**src/rtl/nic_slave_regs.sv**
```systemverilog
`default_nettype none
// ============================================================================
// Module   : nic_slave_regs
// Brief    : Interconnect slave register file with byte-enabled writes,
//            configurable wait states and a single-cycle registered ack.
//            Optional macro NIC_SLAVE_ERR_EN adds an o_err output flagging
//            acks of out-of-range accesses.
// Revision : 1.0 - initial release
// ============================================================================
module nic_slave_regs #(
    parameter int ADDR_WIDTH  = 4,
    parameter int DATA_WIDTH  = 32,
    parameter int REGS_COUNT  = 8,
    parameter int WAIT_STATES = 0
) (
    input  logic                      i_clk,
    input  logic                      i_reset,
    input  logic                      i_sel,
    input  logic [ADDR_WIDTH-1:0]     i_addr,
    input  logic                      i_wr,
    input  logic [DATA_WIDTH-1:0]     i_wdata,
    input  logic [DATA_WIDTH/8-1:0]   i_wstrb,
    output logic [DATA_WIDTH-1:0]     o_rdata,
    output logic                      o_ack
`ifdef NIC_SLAVE_ERR_EN
    ,
    output logic                      o_err
`endif
);

    localparam int                  c_bytes      = DATA_WIDTH / 8;
    // One extra bit so REGS_COUNT == 2**ADDR_WIDTH is representable.
    localparam logic [ADDR_WIDTH:0] c_regs_limit = (ADDR_WIDTH + 1)'(REGS_COUNT);
    localparam logic [3:0]          c_wait_load  = (WAIT_STATES > 0) ? 4'(WAIT_STATES - 1) : 4'd0;

    typedef enum logic [1:0] {
        IDLE = 2'd0,
        WAIT = 2'd1,
        ACK  = 2'd2
    } state_t;

    state_t                r_state;
    state_t                w_state_next;
    logic [3:0]            r_cnt;
    logic [3:0]            w_cnt_next;
    logic                  w_enter_ack;
    logic                  w_in_range;
    logic [DATA_WIDTH-1:0] w_rd_word;
    logic [DATA_WIDTH-1:0] r_regs [REGS_COUNT];
    logic [DATA_WIDTH-1:0] r_rdata;
    logic                  r_ack;

    // Full-width compare, so addresses beyond the file never alias onto it.
    assign w_in_range  = ({1'b0, i_addr} < c_regs_limit);
    // Request fields are sampled on the edge that moves the FSM into ACK.
    assign w_enter_ack = (w_state_next == ACK);

    // State and wait counter registers.
    always_ff @(posedge i_clk) begin
        if (i_reset) begin
            r_state <= IDLE;
            r_cnt   <= 4'd0;
        end else begin
            r_state <= w_state_next;
            r_cnt   <= w_cnt_next;
        end
    end

    // Next-state logic: optional wait phase, abort on deselect, one-cycle ack.
    always_comb begin
        w_state_next = r_state;
        w_cnt_next   = r_cnt;
        case (r_state)
            IDLE: begin
                if (i_sel) begin
                    if (WAIT_STATES > 0) begin
                        w_state_next = WAIT;
                        w_cnt_next   = c_wait_load;
                    end else begin
                        w_state_next = ACK;
                    end
                end
            end
            WAIT: begin
                if (!i_sel) begin
                    w_state_next = IDLE;
                end else if (r_cnt == 4'd0) begin
                    w_state_next = ACK;
                end else begin
                    w_cnt_next = r_cnt - 4'd1;
                end
            end
            ACK: begin
                w_state_next = IDLE;
            end
            default: begin
                w_state_next = IDLE;
                w_cnt_next   = 4'd0;
            end
        endcase
    end

    // Read mux; unmatched (out-of-range) addresses read as zero.
    always_comb begin
        w_rd_word = '0;
        for (int i = 0; i < REGS_COUNT; i++) begin
            if (i_addr == ADDR_WIDTH'(i)) begin
                w_rd_word = r_regs[i];
            end
        end
    end

    // Register file: byte-enabled write on the edge entering ACK.
    always_ff @(posedge i_clk) begin
        if (i_reset) begin
            for (int i = 0; i < REGS_COUNT; i++) begin
                r_regs[i] <= '0;
            end
        end else if (w_enter_ack && i_wr && w_in_range) begin
            for (int i = 0; i < REGS_COUNT; i++) begin
                for (int b = 0; b < c_bytes; b++) begin
                    if ((i_addr == ADDR_WIDTH'(i)) && i_wstrb[b]) begin
                        r_regs[i][b*8 +: 8] <= i_wdata[b*8 +: 8];
                    end
                end
            end
        end
    end

    // Registered ack and read data; read data is zero outside read acks.
    always_ff @(posedge i_clk) begin
        if (i_reset) begin
            r_ack   <= 1'b0;
            r_rdata <= '0;
        end else begin
            r_ack   <= w_enter_ack;
            r_rdata <= (w_enter_ack && !i_wr) ? w_rd_word : '0;
        end
    end

    assign o_ack   = r_ack;
    assign o_rdata = r_rdata;

`ifdef NIC_SLAVE_ERR_EN
    logic r_err;

    // Error flag accompanies the ack of an out-of-range access.
    always_ff @(posedge i_clk) begin
        if (i_reset) begin
            r_err <= 1'b0;
        end else begin
            r_err <= w_enter_ack && !w_in_range;
        end
    end

    assign o_err = r_err;
`endif

endmodule
`default_nettype wire

```
**config.mk**
```make
export PLATFORM = sky130hd
export DESIGN_NAME = nic_slave_regs
export DESIGN_NICKNAME = d
export VERILOG_FILES = /design/src/rtl/nic_slave_regs.sv
export SDC_FILE = /design/constraint.sdc
export NUM_CORES = 1
export LEC_CHECK = 0
export ABC_AREA = 1
export BUFFER_PORTS_ARGS = -buffer_cell sky130_fd_sc_hd__buf_2
export CORE_UTILIZATION = 25
export DETAILED_ROUTE_END_ITERATION = 16
export PLACE_DENSITY = 0.4
export SYNTH_ARGS = -nofsm -noshare
export SYNTH_HDL_FRONTEND = slang
export SYNTH_SLANG_ARGS = --single-unit
```
**constraint.sdc**
```tcl
create_clock -name i_clk -period 2.3 [get_ports i_clk]
set_input_delay 0.23 -clock i_clk [delete_from_list [all_inputs] [get_ports i_clk]]
set_output_delay 0.23 -clock i_clk [all_outputs]
set_load 0.02 [all_outputs]
```
==> results of run 1 <==
-- worst register-to-register path: stages (launching register included) --
cell      delay (ns)
dfxtp_1         0.32
inv_1           0.10
ha_1            0.17
nand2_2         0.07
nand2_2         0.08
nand3_4         0.08
nor3_4          0.10
buf_4           0.19
nand2_2         0.08
clkinv_2        0.19
nand2_4         0.12
nand2_1         0.30
-- metrics by stage --
stage	hold WS [ns]	cell area, µm²
2_1_floorplan	0.302	12500
3_3_place_gp	0.448	13900
3_5_place_dp	0.443	13900
4_1_cts	0.174	15200
5_1_grt	0.198	15200
6_report	0.182	15200
-- report_power, final --
| part | internal [mW] | switching [mW] | leakage (nW) |
|---|---|---|---|
| clock | 3.78 | 2.30 | 0.630 |
| sequential | 6.00 | 0.0507 | 2.98 |
| combinational | 0.153 | 0.498 | 2.89 |
-- metal layers --
layer,wire (µm),share of wire,vias up
met5,0,0,-
met3,1320,0.038,51
met4,703,0.020,0
met1,16400,0.47,4155
li1,-,-,4187
met2,16300,0.47,158
-- synth_stat cells --
master and count:
nand4_1 33, inv_1 83, nor2_2 4, nand2_4 24, o21ai_1 1, edfxtp_1 256
clkbuf_1 10, nor2_1 300, nor2_8 1, nand3_4 1, buf_6 1, o21ai_0 14
nand3_1 131, nor2_4 1, nand2_1 159, inv_4 2, nand2_2 9, o32ai_1 1
a21oi_1 42, buf_4 5, buf_1 1, nor3_1 1, ha_1 2, buf_2 30
dfxtp_1 39, clkinv_2 4, nor3_4 7, inv_2 4
-- registers in the layout, summed over array words and instances, names as in the netlist --
name,cells
r_regs,256
o_rdata,32
r_cnt,4
r_state,2
o_ack,1
-- final cells by class --
type,instances,area [µm²]
clock buffers,52,1100
fillers,5070,33900
clock inverters,18,185
repair buffers,131,848
inverters,93,359
multi-input cells,731,3430
flip-flops and latches,295,8470
well taps,664,831
-- what timing repair did --
action | 4_1_cts | 5_1_grt
endpoints found under the hold margin | 4 | 0
hold buffers | 2 | 0
resized for setup | 0 | 0
-- cells in the final DEF (no fill, tap or decap), types with 3 or more instances in the layout --
| cell | Yosys | layout |
|---|---|---|
| nor2_1 | 300 | 299 |
| edfxtp_1 | 256 | 256 |
| nand2_1 | 159 | 159 |
| nand3_1 | 131 | 131 |
| inv_1 | 83 | 82 |
| buf_2 | 30 | 76 |
| buf_4 | 5 | 49 |
| a21oi_1 | 42 | 42 |
| clkbuf_16 | 0 | 41 |
| dfxtp_1 | 39 | 39 |
| nand4_1 | 33 | 33 |
| nand2_4 | 24 | 24 |
| o21ai_0 | 14 | 14 |
| clkinv_2 | 4 | 11 |
| nand2_2 | 9 | 9 |
| clkbuf_1 | 10 | 8 |
| nor3_4 | 7 | 7 |
| clkinv_1 | 0 | 6 |
| inv_2 | 4 | 5 |
| nor2_2 | 4 | 4 |
| bufinv_16 | 0 | 4 |
| buf_12 | 0 | 4 |
| clkbuf_8 | 0 | 3 |
-- worst paths after layout --
path	start	end	slack (ns)	depth (start not counted)
min reg2reg	r_cnt[0]	r_cnt[0]	0.45	1
min	i_wdata[31]	r_regs[1][95]	0.18	3
max	r_cnt[0]	r_regs[0][34]	0.17	11
max reg2reg	r_cnt[0]	r_regs[0][34]	0.17	11
-- kinds of logic (layout without fill, tap and decap cells) --
kind of cell,after synthesis,after routing,share of synthesized area
AOI/OAI and AO/OA,58,58,0.0235
adders and majority gates,2,2,0.00200
and+or+nand+nor,671,671,0.249
buffers and inverters,140,294,0.0480
DFF,295,295,0.678
==> metrics, run 1 <==
first-pass GRT wire length 52,800 µm; Iter 0 DRT Violations 521; final period utilization 0.926; met2 GRT Util 0.230; final hold viol count 0; met1 Track Usage GR 0.189; post-synthesis cell area 0.0125 mm²; Yosys warning count 0; Critical Path AT 2.33 ns; total vias in the final route 8,551; GR peak layer met2; drc violations 0; RePlAce Congestion 0.731; H-tree depth 2; TritonCTS clock tree done; Die X-Extent 226 µm; Pleak 6.50 nW; vias in the first global route 8,702; initial core utilization 0.254; synth unique cells 28; Hold Crit Class in -> reg; row cnt 81; drt pass-1 iters 7; synthesized net count 1,212; final non-filler cell total 1,984; syn_area_per_cell 10.7 µm²; die footprint 0.0509 mm²; number of max-cap violations 0; clk slew on worst S/H paths 0.06 ns; FF+latch count, synth 295; Routed Antenna Nets 0; core footprint 0.0492 mm²; Die Y 226 µm; CTS max path bufs 3; max_slew headroom 0.536; dpl hpwl 23,000 µm; M3 GR Usage 0.0274; Setup Fix Bufs, Post-CTS 0; worst-path fanout max 9; initial antenna violation count 0; nets 1,336; Root Driver clkbuf_16; largest net degree at the start of global routing 97; sequential share of the synthesized area 0.678; clk_skew 0.0128 ns; Pwr Total 12.8 mW; fin util 0.310; Max stage delay cell, worst path dfxtp_1; routed wire length 34,800 µm; pwr/cell area 840 mW/mm²; Largest stage delay, worst path 0.32 ns; cts bufs inserted 38; Fmax 469 MHz; Sink Count 295; element type at the critical path end register; port bufs 76; worst-skew pair later-pin latency 0.55 ns; DP Cell Count 1,912; final worst slack 0.170 ns; CP bufs+invs 3; pre-CTS WS 0.161 ns; # setup viols final 0; Worst VDD drop 0.470 mV; WS Path Type reg -> reg; overall routing resource usage 0.141; ant diodes 0; critical path, cell by cell inv_1 > ha_1 > nand2_2 > nand2_2 > nand3_4 > nor3_4 > buf_4 > nand2_2 > clkinv_2 > nand2_4 > nand2_1; worst-margin pin slew 0.696 ns; Syn Inst Count 1,166; I/O pin total 77; grt ovf 0; min Tclk post-route 2.13 ns; RSZ-0062 raised after global routing false; Final Max Tran Viols 0; share of cells above drive strength 1 0.185; wire per inst 17.5 µm; vias per cell 4.31; Setup crit start kind register; Synth area leaders edfxtp_1 62%, nor2_1 9.0%, dfxtp_1 6.3%, nand3_1 5.2%, nand2_1 4.8%; setup TNS 0 ns; crit-path leading delay family simple AND/OR/NAND/NOR gates; critical path data required time 2.50 ns; Syn-to-layout area delta 21.8%; most frequent CP cell nand2_2; status completed; cell accounting for the most synthesized area edfxtp_1; Yosys top cell area share 0.615
Note: power is estimated with default switching activity, not from simulation.
==> run 2: changes to the inputs <==
CORE_MARGIN = 4   (was not set)
GPL_ROUTABILITY_DRIVEN = 0   (was not set)
SETUP_SLACK_MARGIN = 0.2   (was not set)
==> run 2 against run 1 <==
Effect of this change:
- first-iteration DRC count fell by 1.5%
- core utilization barely moved
- critical path depth increased by 1
- hold slack gained 0.033 ns
- via count increased by 0.57%
- sequential share of layout area up 0.069 points
- sequential power barely moved
==> metrics, run 2 (synthesis gave the netlist of run 1 again) <==
status completed; commonest non-fill, non-tap cells in the layout 299 x nor2_1, 256 x edfxtp_1, 135 x nand2_1; final non-filler cell total 1,986; clk_skew 0.0192 ns; dpl hpwl 24,100 µm; largest net degree at the start of global routing 67; max reg flops 256; Routed Antenna Nets 0; power share of the clock group 0.450; wire per inst 17.8 µm; share of cells above drive strength 1 0.204; Switching Share 0.231; Hold Crit Class in -> reg; initial core utilization 0.254; Pwr Total 12.2 mW; drt pass-1 iters 5; worst r2r src r_cnt[0]; Iter 0 DRT Violations 513; NetSw 2.82 mW; worst-margin pin slew 0.533 ns; worst-skew pair later-pin latency 0.54 ns; Most flops, register r_regs; critical path data required time 2.57 ns; pre-CTS WS 0.179 ns; Setup crit start kind register; hold_sp i_wdata[6]; min Tclk post-route 1.94 ns; die footprint 0.0536 mm²; TritonCTS clock tree done; core footprint 0.0492 mm²; final worst slack 0.358 ns; drc violations 0; port bufs 76; Sink Count 295; worst-path fanout max 8; I/O pin total 77; Syn-to-layout area delta 21.7%; initial antenna violation count 0; final hold viol count 0; overall routing resource usage 0.132; nets 1,338; clk slew on worst S/H paths 0.05 ns; number of max-cap violations 0; Pleak 6.44 nW; sequential power share 0.496; DP Cell Count 1,915; row cnt 81; Fmax 515 MHz; grt ovf 0; Critical Path AT 2.21 ns; placed cell areas 0.0140 mm²; vias in the first global route 8,832; total vias in the final route 8,600; Die X-Extent 232 µm; Combinational Power Share 0.055; Die Y 232 µm; cts bufs inserted 37; Finished Cell Area 0.0152 mm²; pwr/cell area 803 mW/mm²; vias per cell 4.33; internal power 9.38 mW; element type at the critical path end register; Root Driver clkbuf_16; setup TNS 0 ns; final period utilization 0.845; routed wire length 35,400 µm; Critical Path Start r_cnt[0]; WS Path Type reg -> reg; H-tree depth 2; max_slew headroom 0.644; CTS max path bufs 3; most common cell after layout, fill and taps aside nor2_1; Worst VDD drop 0.544 mV; # setup viols final 0; Final Max Tran Viols 0; RSZ-0062 raised after global routing false; first-pass GRT wire length 54,000 µm
[run 2: final cells by class]
type / count / area [µm²]
fill: 5117 / 34000
sequential: 295 / 8470
multi-input combinational: 731 / 3510
clock buffer: 51 / 1020
timing repair buffer: 134 / 896
tap: 664 / 831
inverter: 93 / 359
clock inverter: 16 / 118
antenna: 2 / 5.00
[run 2: metrics by stage]
step,util,hold slack [ns]
after detailed placement,0.284,0.458
after floorplan,-,0.302
after CTS,0.308,0.178
after global routing,0.309,0.251
after global placement,0.284,0.460
final,0.309,0.216
[run 2: worst paths after layout]
kind | endpoint | slack [ns] | cells after the start
setup / recovery | r_regs[0][9] | 0.36 | 12
hold / removal | r_regs[1][102] | 0.22 | 3
setup reg to reg | r_regs[0][9] | 0.36 | 12
hold reg to reg | r_cnt[0] | 0.46 | 1
[run 2: critical path, stage by stage (launching register included)]
cell and delay (ns):
dfxtp_1 0.35, inv_1 0.08, ha_1 0.21, nand2_2 0.09, nand2_2 0.06, nand3_4 0.08, nor3_4 0.05, buf_12 0.14
nand2_2 0.07, clkinv_2 0.21, nand2_4 0.12, buf_4 0.16, nor2_1 0.05
[run 2: power groups by stage]
stage | clock network, mW | registers, mW | logic (mW)
after floorplan | 0 | 6.16 | 0.365
after global placement | 0 | 6.16 | 0.669
after detailed placement | 0 | 6.16 | 0.673
after CTS | 5.67 | 6.05 | 0.679
after global routing | 5.87 | 6.06 | 0.739
final | 5.49 | 6.05 | 0.668
[run 2: metal layers]
metal,part of all wire,up-vias,global-route usage
met5,0,-,0
met1,0.47,4186,0.181
li1,-,4202,-
met3,0.037,52,0.0213
met4,0.024,0,0.0440
met2,0.47,160,0.216
[run 2: repair_timing]
item                                   CTS  global route
hold buffers                             2             0
setup endpoints to repair               26           176
setup buffers                            0             0
pin swaps                                0             0
endpoints found under the hold margin    4             0
resized for setup                        5            22
==> run 3: changes to the inputs <==
clock period = 1.8 ns   (was 2.3 ns; I/O delays follow)
==> run 3 against run 2 <==
Effect of this change:
- cell count is 1.6% higher
- non-clock buffer count increased by 31
- die area is the same
- critical path type unchanged
- sequential power grew 28%
==> metrics, run 3 (synthesis gave the netlist of run 1 again) <==
status completed; Root Driver clkbuf_16; RSZ-0062 raised after global routing true; Combinational Power Share 0.063; placed cell areas 0.0147 mm²; hold_ws 0.160 ns; Switching Share 0.229; TritonCTS clock tree done; setup TNS 0 ns; Die Y 232 µm; max reg flops 256; worst-skew pair later-pin latency 0.54 ns; Sink Count 295; most common cell after layout, fill and taps aside nor2_1; WS Path Type reg -> reg; hold_sp i_wdata[21]; port bufs 76; sequential power share 0.476; clk slew on worst S/H paths 0.06 ns; Setup crit start kind register; largest net degree at the start of global routing 97; vias per cell 4.32; worst r2r src r_cnt[1]; min Tclk post-route 1.79 ns; Worst R2R Setup Slack 0.01 ns; drc violations 0; power share of the clock group 0.461; Final Max Tran Viols 0; H-tree depth 2; drt pass-1 iters 5; final period utilization 0.994; wire per inst 17.8 µm; first-pass GRT wire length 54,800 µm; Routed Antenna Nets 0; routed wire length 35,900 µm; vias in the first global route 8,977; number of max-cap violations 0; initial core utilization 0.254; worst-path fanout max 8; pwr/cell area 992 mW/mm²; I/O pin total 77; max_slew headroom 0.556; worst-margin pin slew 0.666 ns; fin util 0.333; row cnt 81; CTS max path bufs 3; Pleak 6.90 nW; core footprint 0.0492 mm²; nets 1,369; Most flops, register r_regs; grt ovf 0; total vias in the final route 8,717; Hold Crit Class in -> reg; commonest non-fill, non-tap cells in the layout 288 x nor2_1, 256 x edfxtp_1, 134 x nand2_1; Die X-Extent 232 µm; final hold viol count 0; NetSw 3.71 mW; clk_skew 0.0172 ns; element type at the critical path end register; overall routing resource usage 0.135; Syn-to-layout area delta 31.0%; die footprint 0.0536 mm²; dpl hpwl 24,600 µm; internal power 12.5 mW; Critical Path AT 2.04 ns; Finished Cell Area 0.0164 mm²; share of cells above drive strength 1 0.242; Pwr Total 16.2 mW; critical path data required time 2.05 ns; Worst VDD drop 0.510 mV; Fmax 559 MHz; Critical Path Start r_cnt[1]; initial antenna violation count 3; # setup viols final 0; cts bufs inserted 37; Iter 0 DRT Violations 607
[run 3: metrics by stage]
| stage | instances | setup WS [ns] |
|---|---|---|
| after floorplan | 1166 | 0.0433 |
| after global placement | 1940 | -0.0514 |
| after detailed placement | 1940 | -0.0584 |
| after CTS | 2015 | -0.0621 |
| after global routing | 2017 | -0.0464 |
| final | 2017 | 0.0117 |
[run 3: timing repair]
action,CTS,global route
setup buffers,4,0
hold buffers,4,0
hold endpoints to repair,3,0
pin swaps,8,8
endpoints found under the setup margin,479,480
gates resized for setup,43,35
[run 3: metal layers]
metal	vias to the layer above	GRT usage	share of wire	routed length, µm
li1	4267	-	-	-
met4	0	0.0428	0.022	789
met2	168	0.213	0.46	16400
met5	-	0	0	0
met3	46	0.0257	0.043	1550
met1	4236	0.188	0.48	17200
[run 3: worst max-delay path, stage by stage, from the launching register on]
cell and delay, ns:
dfxtp_2 0.33, inv_2 0.07, ha_4 0.14, nand2_4 0.05
nand2_4 0.06, nand3_4 0.07, nor3_4 0.15, buf_12 0.17
nand2_8 0.07, buf_6 0.12, o21ai_4 0.13, buf_12 0.14
[run 3: power groups by stage]
stage / registers [mW] / clock network, mW / logic, mW
final: 7.73 / 7.49 / 1.02
after global routing: 7.75 / 7.99 / 1.12
after CTS: 7.73 / 7.71 / 1.03
after detailed placement: 7.87 / 0 / 0.958
after global placement: 7.87 / 0 / 0.957
after floorplan: 7.87 / 0 / 0.505
[run 3: cell type report]
| class | instances | area (µm²) |
|---|---|---|
| Inverter | 93 | 399 |
| Multi-Input combinational cell | 731 | 3980 |
| Sequential cell | 295 | 8470 |
| Tap cell | 664 | 831 |
| Fill cell | 4964 | 32800 |
| Clock inverter | 15 | 169 |
| Timing Repair Buffer | 165 | 1460 |
| Clock buffer | 52 | 1050 |
| Antenna cell | 2 | 5.00 |
[run 3: final timing paths]
check                           depth (start not counted)             end
worst max register to register                         11   r_regs[1][65]
worst min-delay path                                    3  r_regs[1][117]
worst max-delay path                                   11   r_regs[1][65]
worst min register to register                          2     o_rdata[30]
